## src/rtl/uart_rx_if.sv

```systemverilog
// ---------------------------------------------------------------------------
// uart_rx_if -- byte stream interface between uart_rx and its consumer.
//
// Signals:
//   m_data  [7:0]  received byte (driven by the receiver)
//   m_valid        high while m_data holds an unconsumed byte
//   m_ready        consumer acceptance
//
// Handshake: a transfer happens on a rising clk edge where m_valid and
// m_ready are both high. While m_valid is high, m_data does not change
// until that transfer edge. m_ready may be driven independently of m_valid.
//
// Modports:
//   master -- the receiver (drives m_data/m_valid, reads m_ready)
//   slave  -- the consumer (reads m_data/m_valid, drives m_ready)
// ---------------------------------------------------------------------------
interface uart_rx_if;
    logic [7:0] m_data;
    logic       m_valid;
    logic       m_ready;

    modport master (output m_data, output m_valid, input m_ready);
    modport slave  (input m_data, input m_valid, output m_ready);
endinterface

```

## src/rtl/uart_rx.sv

```systemverilog
// ---------------------------------------------------------------------------
// uart_rx -- 16x oversampling UART receiver, 8N1 (8E1 with parity enabled).
//
// Parameters:
//   CLK_HZ  clock frequency in Hz
//   BAUD    serial bit rate
//
// Ports:
//   clk          rising-edge clock
//   rst_n        asynchronous active-low reset
//   rxd          serial input, asynchronous to clk, idle high
//   m_if         uart_rx_if.master: m_data / m_valid / m_ready byte stream
//   frame_err    one-cycle pulse when the stop bit samples low
//   overrun      one-cycle pulse when a byte is dropped (holding reg full)
//   parity_err   one-cycle pulse on even-parity mismatch (parity build only)
//   dbg_state_o  current FSM state encoding (0 IDLE, 1 START, 2 DATA,
//                3 STOP, 4 PARITY)
//
// Build option:
//   UART_RX_PARITY_EN -- when defined, a PARITY state sits between DATA and
//   STOP, even parity is checked over the 8 data bits plus the parity bit,
//   and the parity_err port exists.
// ---------------------------------------------------------------------------
module uart_rx #(
    parameter int CLK_HZ = 100000000,
    parameter int BAUD   = 115200
) (
    input  logic       clk,
    input  logic       rst_n,
    input  logic       rxd,
    uart_rx_if.master  m_if,
    output logic       frame_err,
    output logic       overrun,
`ifdef UART_RX_PARITY_EN
    output logic       parity_err,
`endif
    output logic [2:0] dbg_state_o
);

    localparam int DIV = CLK_HZ / (BAUD * 16);
    localparam int TW  = (DIV > 1) ? $clog2(DIV) : 1;

    typedef enum logic [2:0] {
        S_IDLE   = 3'd0,
        S_START  = 3'd1,
        S_DATA   = 3'd2,
        S_STOP   = 3'd3
`ifdef UART_RX_PARITY_EN
        , S_PARITY = 3'd4
`endif
    } state_t;

    state_t        state_q, state_d;
    logic          rxd_s1_q, rxd_s2_q, rxd_prev_q;
    logic [1:0]    arm_q;
    logic [TW-1:0] tick_cnt_q, tick_cnt_d;
    logic [3:0]    samp_cnt_q, samp_cnt_d;
    logic [2:0]    bit_cnt_q, bit_cnt_d;
    logic [7:0]    shift_q, shift_d;
    logic [7:0]    data_q, data_d;
    logic          valid_q, valid_d;
    logic          frame_err_q, frame_err_d;
    logic          overrun_q, overrun_d;
`ifdef UART_RX_PARITY_EN
    logic          parity_q, parity_d;
    logic          parity_err_q, parity_err_d;
`endif

    logic tick, fall, hs, stop_eval, frame_bad, par_bad;

    // Synchronizer plus edge-detect history. arm_q fills with ones over the
    // two cycles the synchronizer needs to flush its reset value; until then
    // rxd_prev_q is held low, so a line that is already low when reset
    // releases cannot be mistaken for a fresh 1->0 start edge.
    always_ff @(posedge clk or negedge rst_n) begin
        if (!rst_n) begin
            rxd_s1_q   <= 1'b1;
            rxd_s2_q   <= 1'b1;
            rxd_prev_q <= 1'b0;
            arm_q      <= 2'b00;
        end else begin
            rxd_s1_q   <= rxd;
            rxd_s2_q   <= rxd_s1_q;
            arm_q      <= {arm_q[0], 1'b1};
            rxd_prev_q <= arm_q[1] ? rxd_s2_q : 1'b0;
        end
    end

    always_ff @(posedge clk or negedge rst_n) begin
        if (!rst_n) begin
            state_q      <= S_IDLE;
            tick_cnt_q   <= '0;
            samp_cnt_q   <= '0;
            bit_cnt_q    <= '0;
            shift_q      <= '0;
            data_q       <= 8'h00;
            valid_q      <= 1'b0;
            frame_err_q  <= 1'b0;
            overrun_q    <= 1'b0;
`ifdef UART_RX_PARITY_EN
            parity_q     <= 1'b0;
            parity_err_q <= 1'b0;
`endif
        end else begin
            state_q      <= state_d;
            tick_cnt_q   <= tick_cnt_d;
            samp_cnt_q   <= samp_cnt_d;
            bit_cnt_q    <= bit_cnt_d;
            shift_q      <= shift_d;
            data_q       <= data_d;
            valid_q      <= valid_d;
            frame_err_q  <= frame_err_d;
            overrun_q    <= overrun_d;
`ifdef UART_RX_PARITY_EN
            parity_q     <= parity_d;
            parity_err_q <= parity_err_d;
`endif
        end
    end

    always_comb begin
        state_d     = state_q;
        tick_cnt_d  = tick_cnt_q;
        samp_cnt_d  = samp_cnt_q;
        bit_cnt_d   = bit_cnt_q;
        shift_d     = shift_q;
        data_d      = data_q;
        valid_d     = valid_q;
        frame_err_d = 1'b0;
        overrun_d   = 1'b0;
`ifdef UART_RX_PARITY_EN
        parity_d     = parity_q;
        parity_err_d = 1'b0;
`endif
        stop_eval = 1'b0;
        frame_bad = 1'b0;
        par_bad   = 1'b0;

        tick = (tick_cnt_q == TW'(DIV - 1));
        fall = rxd_prev_q & ~rxd_s2_q;
        hs   = valid_q & m_if.m_ready;

        if (hs) valid_d = 1'b0;

        // Oversampling counters run only inside a frame; samp_cnt wraps
        // naturally every 16 ticks, which is one bit period.
        if (state_q != S_IDLE) tick_cnt_d = tick ? '0 : tick_cnt_q + 1'b1;
        if (tick) samp_cnt_d = samp_cnt_q + 1'b1;

        case (state_q)
            S_IDLE: begin
                tick_cnt_d = '0;
                samp_cnt_d = '0;
                if (fall) begin
                    state_d   = S_START;
                    bit_cnt_d = '0;
                end
            end
            S_START: begin
                if (tick && samp_cnt_q == 4'd7) begin
                    samp_cnt_d = '0;
                    state_d    = rxd_s2_q ? S_IDLE : S_DATA;
                end
            end
            S_DATA: begin
                if (tick && samp_cnt_q == 4'd15) begin
                    shift_d   = {rxd_s2_q, shift_q[7:1]};
                    bit_cnt_d = bit_cnt_q + 1'b1;
                    if (bit_cnt_q == 3'd7) begin
`ifdef UART_RX_PARITY_EN
                        state_d = S_PARITY;
`else
                        state_d = S_STOP;
`endif
                    end
                end
            end
`ifdef UART_RX_PARITY_EN
            S_PARITY: begin
                if (tick && samp_cnt_q == 4'd15) begin
                    parity_d = rxd_s2_q;
                    state_d  = S_STOP;
                end
            end
`endif
            S_STOP: begin
                if (tick && samp_cnt_q == 4'd15) begin
                    stop_eval = 1'b1;
                    state_d   = S_IDLE;
                end
            end
            default: state_d = S_IDLE;
        endcase

        if (stop_eval) begin
            frame_bad   = ~rxd_s2_q;
            frame_err_d = frame_bad;
`ifdef UART_RX_PARITY_EN
            par_bad      = ^{shift_q, parity_q};
            parity_err_d = par_bad;
`endif
            if (!frame_bad && !par_bad) begin
                // A byte completing on the handshake edge replaces the
                // departing one; otherwise a full holding register drops it.
                if (valid_q && !hs) begin
                    overrun_d = 1'b1;
                end else begin
                    data_d  = shift_q;
                    valid_d = 1'b1;
                end
            end
        end
    end

    assign m_if.m_data  = data_q;
    assign m_if.m_valid = valid_q;
    assign frame_err    = frame_err_q;
    assign overrun      = overrun_q;
`ifdef UART_RX_PARITY_EN
    assign parity_err   = parity_err_q;
`endif
    assign dbg_state_o  = state_q;

endmodule

```

## src/flat_wrapper.sv

```systemverilog
// flat-port wrapper written by rule: the top's interface ports become plain ports
module uart_rx_flat 
#(
    parameter int CLK_HZ = 100000000,
    parameter int BAUD   = 115200
)
  (clk, rst_n, rxd, frame_err, overrun, dbg_state_o, m_if_m_data, m_if_m_valid, m_if_m_ready);
  uart_rx_if m_if_i ();
  input  logic clk;
  input  logic rst_n;
  input  logic rxd;
  output logic frame_err;
  output logic overrun;
  output logic [2:0] dbg_state_o;
  output wire logic [$bits(m_if_i.m_data)-1:0] m_if_m_data;
  output wire logic [$bits(m_if_i.m_valid)-1:0] m_if_m_valid;
  input wire logic [$bits(m_if_i.m_ready)-1:0] m_if_m_ready;
  assign m_if_m_data = m_if_i.m_data;
  assign m_if_m_valid = m_if_i.m_valid;
  assign m_if_i.m_ready = m_if_m_ready;
  uart_rx #(.CLK_HZ(CLK_HZ), .BAUD(BAUD)) u_core (.clk(clk), .rst_n(rst_n), .rxd(rxd), .m_if(m_if_i), .frame_err(frame_err), .overrun(overrun), .dbg_state_o(dbg_state_o));
endmodule
```

## config.mk

```make
export PLATFORM = sky130hd
export DESIGN_NAME = uart_rx_flat
export DESIGN_NICKNAME = d
export VERILOG_FILES = /design/src/rtl/uart_rx_if.sv /design/src/rtl/uart_rx.sv /design/src/flat_wrapper.sv
export SDC_FILE = /design/constraint.sdc
export NUM_CORES = 1
export LEC_CHECK = 0
export CORE_MARGIN = 3
export CORE_UTILIZATION = 55
export DETAILED_ROUTE_END_ITERATION = 12
export GPL_TIMING_DRIVEN = 0
export PLACE_DENSITY = 0.78
export SYNTH_ARGS = -nofsm -noshare
export SYNTH_HDL_FRONTEND = slang
export SYNTH_SLANG_ARGS = --single-unit
```

## constraint.sdc

```tcl
create_clock -name clk -period 2.1 [get_ports clk]
set_input_delay 0.315 -clock clk [delete_from_list [all_inputs] [get_ports clk]]
set_output_delay 0.315 -clock clk [all_outputs]
set_load 0.1 [all_outputs]
```

# Word-level counts from Yosys, hierarchy flattened
# Cells that the tools add are included.
# Widths: inputs -> output; s select.
# word_totals
reg_bits,40
elab_cells,71
# op_classes
addsub,3
n_eq_ne,12
mux,27
n_bitwise,4
n_reduce_logical,12
# ops
op,count
$mux 3,7
$mux 6,3
$pmux 3 s4,1
$mux 1,11
$ne 2x1->1 const B,5
$mux 4,2
$pmux 4 s2,1
$add 6x1->6 const B,1
$eq 3x2->1 const B,2
$eq 6x6->1 const B,1
$pmux 3 s2,1
$reduce_and 3->1,2
$reduce_and 5->1,1
$add 4x1->4 const B,1
$eq 4x3->1 const B,1
$eq 4x4->1 const B,1
$reduce_bool 2->1,2
$add 3x1->3 const B,1
$eq 3x1->1 const B,1
$eq 3x3->1 const B,1
$logic_and 1x1->1,3
$logic_not 3->1,1
$reduce_bool 3->1,1
$and 1x1->1,2
4 further kinds,5

# Logic depth before layout (Yosys ltp)
# logic_depth
depth_word,6
depth_mapped,8
ltp_nobuf,6

# Least setup slack after synthesis
# OpenSTA, ideal clock, no wires.
# synth_path
path_kind,reg-to-reg
startpoint,"reg u_core.state_q[1], in the netlist u_core.dbg_state_o[1]"
endpoint,reg u_core.shift_q[0]
setup_time_ps,125
arrival_ps,2134
required_ps,1975
setup_slack_ps,-159
path_stages_with_launch,4
period_less_slack_ps,2259
path_cell_list,dfrtp_1 -> nand2_1 -> nor4_4 -> mux2_2
# synth_between
elab_chain_len,2
# synth_lines
item,line,source
from (decl),uart_rx.sv:53,"state_t state_q, state_d;"
from (signal assigned),uart_rx.sv:105,state_q <= state_d;
$eq 3x2->1,uart_rx.sv:150,case (state_q)
$reduce_and 2->1 (no line),--,
to (signal assigned),uart_rx.sv:109,shift_q <= shift_d;
to (decl),uart_rx.sv:59,"logic [7:0] shift_q, shift_d;"
# No other way between the ends.
# A chain may end at the register's enable or synchronous reset.

# Worst setup path after layout
# layout_path
startpoint,"reg u_core.state_q[1], in the netlist u_core.dbg_state_o[1]"
endpoint,out dbg_state_o[1]
# layout_rtl
item,line,source
to (decl),flat_wrapper.sv:14,output logic [2:0] dbg_state_o;
# No word-level cell between the ends.

==> flow_summary.json <==
{
  "outcome": "completed",
  "cts_buffer_depth": 2,
  "yosysMostFrequentCell": "dfrtp_1",
  "rows": 19,
  "netlist_instances": 137,
  "irDropWorstVdd_mv": 0.758,
  "tns_ns": 0,
  "critPathCaptureType": "primary output",
  "numCtsBuffers": 5,
  "drc": 0,
  "dp_hpwl_mm": 1.98,
  "reg2reg_slack_ns": 0.15,
  "hold_viol_final": 0,
  "coreArea_mm2": 0.00283,
  "synthTopCellsByArea": "dfrtp_1 (56%), mux2_2 (10%), ha_1 (3.8%), nand3_1 (3.3%), dfstp_2 (3.2%)",
  "dieArea_mm2": 0.00373,
  "power.net_switching_w": 0.000422,
  "power.density_mw_per_mm2": 794,
  "path_cells": "dlygate4sd2_1",
  "synth_area_mm2": 0.00167,
  "ctsHoldBuffers": 0,
  "cp_data_arrival_time_ns": 1.68,
  "synth-async-reset-ratio": 1.00,
  "min_period_ns": 1.99,
  "die_h_um": 61.0,
  "h-tree-depth": 2,
  "ys_types": 36,
  "synth_edf_count": 0,
  "first_iter_violations": 76,
  "num_antenna_cells": 0,
  "synth_warnings": 0,
  "cellLeakagePower_nw": 1.02,
  "synth_ff_type": "dfrtp_1",
  "path_clk_slew_ns": 0.11,
  "insertion_delay_ns": 0.34,
  "synth_area_per_cell_um2": 12.2,
  "cp-start-kind": "flip-flop",
  "seqPwrFrac": 0.550,
  "cts_sinks": 39,
  "grt_usage": 0.177,
  "io_pins": 18,
  "timing.hold.ws_ns": 0.0500,
  "synth_seq_cells": 39,
  "vias_per_cell": 5.50,
  "cp_max_fo": 9,
  "cts-root-buf": "clkbuf_4",
  "drtPass1Iterations": 4,
  "synthTopCellsByCount": "dfrtp_1 (37), mux2_2 (15), nor2_1 (13)",
  "drive_above_1_share": 0.232,
  "synth.top_cell.area_share": 0.556,
  "busiest_layer": "met2",
  "grt_pass1_wl_mm": 4.66,
  "worstHoldPathType": "primary input to asynchronous set/reset pin",
  "share_comb_of_total_power": 0.133,
  "power.internal_w": 0.00113,
  "maxSlewHeadroom": 0.359,
  "syn_nets": 146,
  "final_nets": 172,
  "slowest_delay_ns": 0.88,
  "ys_seq_area_frac": 0.587,
  "gp_congestion": 0.813,
  "die_w_um": 61.0,
  "max_slew.worst_pin.slew_ns": 0.965,
  "yosysTopAreaCell": "dfrtp_1",
  "grt_use_met2": 0.272,
  "required_ns": 1.78,
  "grtUsageMet3": 0.0503,
  "crit_buf_inv": 1,
  "cpLargestDelayFamily": "buffers and inverters",
  "maxCapViolCount": 0,
  "drv_slew": 0,
  "final.setup_skew_ns": 0.0112,
  "crit_type": "flip-flop to primary output",
  "synthToLayoutAreaGrowth_pct": 17.4,
  "p_clk_frac": 0.318,
  "finalCritPeriodShare": 0.948,
  "antenna_found_initial": 0,
  "numPortBuffers": 16,
  "rsz0062_at_grt": "false",
  "cts_tree": "yes",
  "grt_max_degree": 40,
  "vias": 1073,
  "initial_core_util": 0.589,
  "fmax_ghz": 0.502,
  "overflow": 0,
  "ant_nets": 0,
  "cpMaxStageDelayCell": "dlygate4sd2_1",
  "switching_share": 0.271,
  "wl_per_cell_um": 13.9,
  "grtUsageMet1": 0.229,
  "fillers": 214,
  "drt_wl_total_mm": 2.70,
  "grt_pass1_vias": 1059,
  "setup_viol": 0
}
## power by group through the flow
stage          clock [W]  sequential (W)  combinational, W
6_report        0.000493        0.000854          0.000206
3_5_place_dp           0        0.000870          0.000197
4_1_cts         0.000513        0.000855          0.000196
3_3_place_gp           0        0.000866          0.000188
5_1_grt         0.000547        0.000866          0.000234
2_1_floorplan          0        0.000888          0.000115
## what timing repair did
| item | CTS | global route |
|---|---|---|
| endpoints found under the setup margin | 21 | 14 |
| gates cloned | 0 | 0 |
| pin swaps | 1 | 0 |
| buffers inserted | 2 | 1 |
| resized for setup | 13 | 3 |
## metrics by stage
stage,setup WS (ns),instances,cell area (um^2),utilization,power [W]
floorplan,0.166,137,1670,-,0.00100
global placement,-0.246,184,1870,0.660,0.00105
detailed placement,-0.0626,184,1860,0.659,0.00107
CTS,0.102,194,1940,0.687,0.00156
global route,0.00199,195,1960,0.692,0.00165
finish,0.110,195,1960,0.692,0.00155
## cell families (layout without fill, tap and decap cells)
kind of cell             Yosys count  count (layout)  share of synthesized area
AO/OA/AOI/OAI                      8               8                     0.0278
XOR/XNOR                           6               6                     0.0315
flip-flops                        39              39                      0.587
multiplexers                      18              18                      0.120
adder cells (fa/ha/maj)            5               5                     0.0375
other                              2               2                    0.00451
buffers and inverters              9              36                     0.0263
AND/OR/NAND/NOR                   50              50                      0.165
## flip-flops by register name (all words and copies together), names as in the netlist
register             cells
u_core.arm_q             2
u_core.bit_cnt_q         3
u_core.dbg_state_o       2
u_core.frame_err         1
u_core.m_if.m_data       8
u_core.m_if.m_valid      1
u_core.overrun           1
u_core.rxd_prev_q        1
u_core.rxd_s1_q          1
u_core.rxd_s2_q          1
u_core.samp_cnt_q        4
u_core.shift_q           8
u_core.tick_cnt_q        6
## metal layers
metal,part of all wire,vias to the layer above
met4,0.026,0
li1,-,523
met5,0,-
met1,0.45,524
met2,0.48,18
met3,0.041,8
## worst paths after layout
| kind | from | to | cells past startpoint |
|---|---|---|---|
| min reg2reg | u_core.rxd_s1_q$_DFF_PN1_ | u_core.rxd_s2_q$_DFF_PN1_ | 0 |
| max reg2reg | u_core.tick_cnt_q[1]$_DFF_PN0_ | u_core.shift_q[1]$_DFFE_PN0P_ | 8 |
| max | u_core.dbg_state_o[1]$_DFFE_PN0P_ | dbg_state_o[1] | 1 |
| min | rst_n | u_core.samp_cnt_q[2]$_DFF_PN0_ | 1 |
| max in group asynchronous | rst_n | u_core.dbg_state_o[0]$_DFFE_PN0P_ | 1 |
| min in group clk | u_core.rxd_s1_q$_DFF_PN1_ | u_core.rxd_s2_q$_DFF_PN1_ | 0 |
## final cells by class
cell class / instances / area [um^2] / area share
Timing Repair Buffer: 19 / 165 / 0.0844
Sequential cell: 39 / 981 / 0.501
Clock inverter: 3 / 43.8 / 0.0224
Inverter: 3 / 11.3 / 0.00575
Tap cell: 31 / 38.8 / 0.0198
Clock buffer: 5 / 37.5 / 0.0192
Multi-Input combinational cell: 89 / 644 / 0.329
Buffer: 6 / 35.0 / 0.0179
## cell usage in the layout (no fill, tap or decap), drive strengths merged, types with 2 or more instances in the layout
cell type       n
a31oi           2
and2            2
buf             8
clkbuf          7
clkdlybuf4s50   2
clkinv          2
conb            2
dfrtp          37
dfstp           2
dlygate4sd2    13
ha              5
inv             3
mux2           16
mux2i           2
nand2           9
nand3          11
nand4           2
nor2           13
nor3            2
nor3b           2
o21ai           3
xnor2           2
xor2            4
(Power assumes the default switching activity.)
